### src/rtl/mod4051_serial_reducer.sv
// mod4051_serial_reducer: streams a base-64 operand (most significant chunk
// first) and produces operand mod MOD using Horner's rule. Each chunk folds
// into the running residue as t = r*64 + c. The sum is then reduced by
// conditional subtraction of MOD<<k for k = 5..0.
// Optional macro MOD4051_FAST_REDUCE_EN: perform all six subtractions in the
// accept cycle, so each chunk takes a single cycle.
module mod4051_serial_reducer #(
    parameter int MOD = 4051
) (
    input  logic        clk,
    input  logic        rst_n,
    input  logic        in_valid,
    output logic        in_ready,
    input  logic [5:0]  in_chunk,
    input  logic        in_last,
    output logic        out_valid,
    input  logic        out_ready,
    output logic [11:0] out_residue
);

    typedef enum logic [1:0] {S_ACCEPT, S_REDUCE, S_DONE} state_e;

    localparam logic [17:0] MODW = 18'(MOD);

    state_e      state_q, state_d;
    logic [17:0] t_q, t_d;
    logic [2:0]  k_q, k_d;
    logic        last_q, last_d;
    logic [11:0] r_q, r_d;

    logic [17:0] t_acc;
    logic [17:0] t_step;

    // One restoring step: remove MOD<<k if it fits.
    function automatic logic [17:0] cond_sub(input logic [17:0] t, input logic [2:0] k);
        logic [17:0] m;
        m = MODW << k;
        return (t >= m) ? (t - m) : t;
    endfunction

`ifdef MOD4051_FAST_REDUCE_EN
    // Full six-step reduction. The input is below MOD*64, so the result is below MOD.
    function automatic logic [17:0] full_reduce(input logic [17:0] t);
        logic [17:0] v;
        v = t;
        for (int i = 5; i >= 0; i--) begin
            v = cond_sub(v, 3'(i));
        end
        return v;
    endfunction
`endif

    // Horner accumulate: r < MOD <= 4095, so r*64 + 63 always fits in 18 bits.
    assign t_acc  = {r_q, 6'b0} + {12'b0, in_chunk};
    assign t_step = cond_sub(t_q, k_q);

    // State and datapath registers.
    always_ff @(posedge clk or negedge rst_n) begin
        if (!rst_n) begin
            state_q <= S_ACCEPT;
            t_q     <= '0;
            k_q     <= 3'd5;
            last_q  <= 1'b0;
            r_q     <= '0;
        end else begin
            state_q <= state_d;
            t_q     <= t_d;
            k_q     <= k_d;
            last_q  <= last_d;
            r_q     <= r_d;
        end
    end

    // Next-state and datapath updates.
    always_comb begin
        state_d = state_q;
        t_d     = t_q;
        k_d     = k_q;
        last_d  = last_q;
        r_d     = r_q;
        case (state_q)
            S_ACCEPT: begin
                if (in_valid) begin
                    last_d = in_last;
`ifdef MOD4051_FAST_REDUCE_EN
                    r_d     = 12'(full_reduce(t_acc));
                    state_d = in_last ? S_DONE : S_ACCEPT;
`else
                    t_d     = t_acc;
                    k_d     = 3'd5;
                    state_d = S_REDUCE;
`endif
                end
            end
            S_REDUCE: begin
                t_d = t_step;
                if (k_q == 3'd0) begin
                    r_d     = t_step[11:0];
                    k_d     = 3'd5;
                    state_d = last_q ? S_DONE : S_ACCEPT;
                end else begin
                    k_d = k_q - 3'd1;
                end
            end
            S_DONE: begin
                if (out_ready) begin
                    r_d     = '0;
                    last_d  = 1'b0;
                    state_d = S_ACCEPT;
                end
            end
            default: state_d = S_ACCEPT;
        endcase
    end

    // Handshake outputs. The residue is forced to zero when no result is held.
    always_comb begin
        in_ready    = (state_q == S_ACCEPT);
        out_valid   = (state_q == S_DONE);
        out_residue = (state_q == S_DONE) ? r_q : 12'd0;
    end

endmodule

### config.mk
export PLATFORM = sky130hd
export DESIGN_NAME = mod4051_serial_reducer
export DESIGN_NICKNAME = d
export VERILOG_FILES = /design/src/rtl/mod4051_serial_reducer.sv
export SDC_FILE = /design/constraint.sdc
export NUM_CORES = 1
export LEC_CHECK = 0
export ABC_AREA = 1
export CAP_MARGIN = 40
export CORE_MARGIN = 2
export CORE_UTILIZATION = 55
export CTS_CLUSTER_SIZE = 16
export DETAILED_ROUTE_END_ITERATION = 8
export PLACE_DENSITY = 0.83
export SETUP_SLACK_MARGIN = 0.5
export SYNTH_ARGS = -nofsm -noshare
export SYNTH_HDL_FRONTEND = slang
export SYNTH_SLANG_ARGS = --single-unit
### constraint.sdc
create_clock -name clk -period 6 [get_ports clk]
set_input_delay 1.2 -clock clk [delete_from_list [all_inputs] [get_ports clk]]
set_output_delay 1.2 -clock clk [all_outputs]
set_load 0.05 [all_outputs]
Yosys cells after proc, flatten, opt, wreduce, memory -nomap -nowiden
Cells that the tools add are included.

Flip-flop bits (word level): 36. Input port bits: 11. Output and inout bits: 14. Logic and storage cells: 45.

Add/sub/neg operators: 3. $lt $le $gt $ge: 1. Equality and inequality tests: 6. Shifts and indexed selects: 1. Multiplexer cells: 18. Reduce and logical (&&, ||, !) cells: 10.

Operators by type and width (number): 2-to-1 mux 12 bit (3); 2-to-1 mux 18 bit (2); one-hot mux 18 bit (2 select lines) (1); one-hot mux 12 bit (2 select lines) (1); adder 18 x 6 -> 18 bit (1); greater-or-equal comparator 18 bit (1); left shift 12 x 3 -> 18 bit (first input constant) (1); subtractor 18 bit (1); AND reduction 3 bit (4); 2-to-1 mux 2 bit (4); 2-to-1 mux 3 bit (2); != test 2 bit (second input constant) (3); one-hot mux 2 bit (3 select lines) (1); one-hot mux 3 bit (2 select lines) (1); nonzero test 2 bit (3); logical NOT 3 bit (1); subtractor 3 x 1 -> 3 bit (second input constant) (1); equality test 2 x 1 -> 1 bit (second input constant) (1); equality test 2 bit (second input constant) (1); logical NOT 2 bit (1); 2-to-1 mux 1 bit (2); != test 2 x 1 -> 1 bit (second input constant) (1); one-hot mux 1 bit (2 select lines) (1); AND reduction 2 bit (1).

Depth between registers and ports, before layout
Word-level depth: 5. Mapped depth: 18. Gate-level depth less buffers: 18.

Worst setup path after synthesis
No wires, ideal clock.

Path kind: flip-flop to output port. From: register state_q[0]. To: output port out_residue[10]. Data arrival time: 2320 ps. Required time: 4800 ps. Setup slack: 2480 ps. Cell stages (with the launch flop): 6. Path buffers: 2. Cell sequence: dfrtp_1 -> buf_2 -> nor2_1 -> inv_1 -> clkbuf_1 -> nor2_1.

Cells in the longest elaborated chain, start to end: 2.

Ends and longest elaborated chain: start, declared (line 25) `state_e state_q, state_d;`; start signal, assigned (line 66) `state_q <= state_d;`; equality test 2 bit; net out_valid (line 16) `output logic out_valid,`; 2-to-1 mux 12 bit (line 120) `out_residue = (state_q == S_DONE) ? r_q : 12'd0;`; end, declared (line 18) `output logic [11:0] out_residue`.

The timed path passes the listed nets, and every way through them passes these cells.

Final worst setup path
From: register state_q[0]. To: output port out_residue[9].

Cells in the longest elaborated chain, start to end: 2.

Ends and longest elaborated chain (line): equality test 2 bit (120); 2-to-1 mux 12 bit (120).

No other way between the ends.

==> results_dict.tcl <==
set metrics [dict create \
    post-route-drc-count 0 \
    async_reset_ff_share_pct 100 \
    maxCapViolCount 0 \
    cts_made_buffers 5 \
    drive_gt1_share_pct 9.27 \
    post_cts_buffers 0 \
    synthFlopType "dfrtp_1" \
    fin_util_pct 64.2 \
    clock_latency_ps 300 \
    grt_pass1_wl_um 13500 \
    grt_max_degree 37 \
    rsz0062_at_grt "no" \
    outcome "completed" \
    finalClockSkew_ps 12.2 \
    drv_slew 0 \
    ys_warn_count 0 \
    worstHoldStart "r_q[10]$_DFFE_PN0P_" \
    clk_pin_slew_worst_paths_ps 80 \
    routed_via_density 5.41 \
    multiInputGateArea_um2 1970 \
    hold_viol 0 \
    dr.pass1.iters 7 \
    synth_most_common_cell "nand2_1" \
    layout_setup_ws_ps 2560 \
    synth_cell_type_count 37 \
    cts-root-buf "clkbuf_8" \
    rrSetupSlack_ps 2980 \
    r2r_start "k_q[0]$_DFFE_PN1P_" \
    critPathTopFamily "buffers and inverters" \
    htree_levels 2 \
    synth_common_cells "nand2_1 (167), inv_1 (63), nor2_1 (51)" \
    synth_edf_count 0 \
    drtAntennaViolNets 0 \
    cts_max_path_buffers 2 \
    synth_area_um2 3170 \
    cp_common_cell "nor2_1" \
    finalSetupTns_ps 0 \
    die_area_um2 6400 \
    synth_top_cell_area_share_pct 26.8 \
    die_width_um 80.0 \
    layout_min_cycle_time_ps 3440 \
    core-area_um2 5540 \
    nets 543 \
    placed_cell_area_um2 3460 \
    antenna_found_initial 0 \
    ctsResizeCount 0 \
    tightest_slew_ps 531 \
    synth_area_leaders "dfrtp_1 (27%), nand2_1 (20%), ha_1 (9.9%)" \
    die_h_um 80.0 \
    slew-limit-headroom_pct 64.5 \
    startpoint "state_q[0]$_DFFE_PN0P_" \
    grt_overflow 0 \
    critPathLaunchType "flop" \
    synth_seq_cells 36 \
    final_area_um2 3560 \
    via_count 3133 \
    place_congestion 0.939 \
    synth.avg_cell_area_um2 6.57 \
    worstHoldPathType "flop to flop" \
    num_rows 27 \
    io_pins 25 \
    drt-initial-drc-count 249 \
    seqCellArea_um2 903 \
    crit_type "flop to output pin" \
    max_freq_ghz 0.291 \
    synth_fp_nets 520 \
    synthCells 483 \
    post-place-ws_ps 2890 \
    crit_path_max_fanout 13 \
    critPathSlowestCell "clkdlybuf4s50_1" \
    clock_sinks 36 \
    cts_tree "done" \
    grtUsageTotal_pct 27.0 \
    wirelength_um 7980 \
    slowest_delay_ps 840 \
    arrival_ps 2240 \
    setup_violations 0 \
    port_buffers 24 \
    crit_buf_inv 2 \
    wl_per_cell_um 13.8 \
    dpl.hpwl_um 6310 \
    crit_chain "nor2_1, inv_1, nor2_1, clkdlybuf4s50_1" \
    reg2regPathDepth 17 \
    cts_hold_buf 0 \
    antenna_cells 0 \
    critPathRequiredTime_ps 4800 \
    fillers 500 \
    synth_top_area_cell "dfrtp_1" \
    end_kind "output pin" \
    grt_pass1_vias 2947 \
    hold_depth 2 \
    area_growth_pct 12.0 \
    rr_endpoint "t_q[4]$_DFFE_PN0P_" \
    ys_seq_area_share_pct 28.5 \
    fin_crit_sh_pct 57.3 \
    hold_end "t_q[16]$_DFFE_PN0P_" \
    initial_utilization_pct 57.3 \
]
-- state kept, by name (all words and copies together), names as in the netlist --
name	count
k_q	3
r_q	12
last_q	1
t_q	18
state_q	2
-- cells by family (layout without fill, tap and decap cells) --
| group | after synthesis | in the layout | share of synthesized area [%] |
|---|---|---|---|
| buf+inv | 75 | 99 | 9.58 |
| simple gates | 282 | 282 | 38.4 |
| xor+xnor | 9 | 9 | 2.48 |
| compound gates | 55 | 55 | 10.6 |
| fa+ha+maj | 26 | 26 | 10.5 |
| flops | 36 | 36 | 28.5 |
-- through the flow --
stage	instances	hold slack [ps]
3_5_place_dp	571	495
3_3_place_gp	571	490
4_1_cts	579	508
5_1_grt	579	526
6_report	579	506
2_1_floorplan	483	465
-- final cells by class --
| cell class | count | share of cell area [%] |
|---|---|---|
| multi-input combinational | 372 | 55.3 |
| timing repair buffer | 25 | 6.97 |
| clock buffer | 8 | 2.81 |
| inverter | 66 | 6.97 |
| sequential | 36 | 25.4 |
| tap | 72 | 2.53 |
-- cells in the final DEF (no fill, tap or decap), types with 2 or more instances in the layout --
cell and count:
inv_2 3, nand3_1 30, inv_1 63, a21oi_1 15, nand3_2 3, o21ai_2 8, dfrtp_1 34, nor2_4 2
xor2_1 5, o31ai_1 3, a21o_1 2, o21ai_1 2, nand3b_1 4, nor3_1 3, clkbuf_8 7, clkdlybuf4s50_1 24
o21bai_1 2, nor2_1 51, nand2_2 11, nor2_2 5, ha_1 25, dfstp_2 2, o22ai_1 6, o21ai_0 15
nand2_1 167, nand2_4 2, xnor2_1 4
-- per-layer routing --
layer	vias to the layer above	part of all wire [%]	track usage [%]
li1	1567	-	-
met1	1451	44	35.1
met2	99	48	45.2
met3	16	5.1	4.19
met4	0	2.7	10.3
met5	-	0	0
-- worst min-delay path: cells and delay by family (launching register included) --
| kind | cells | cell delay (ps) |
|---|---|---|
| flops | 1 | 350 |
| simple gates | 2 | 130 |
-- how the worst max path moves through the flow --
stage               slack [ps]         endpoint  cells after the start
floorplan                 2480  out_residue[10]                      5
global placement          2980   out_residue[9]                      4
detailed placement        2890   out_residue[9]                      4
CTS                       2570   out_residue[9]                      4
global route              2440   out_residue[9]                      4
finish                    2560   out_residue[9]                      4
Power is left out: the tool's default activity adds up to more than one toggle a clock period on the data nets, which glitch-free logic cannot reach.
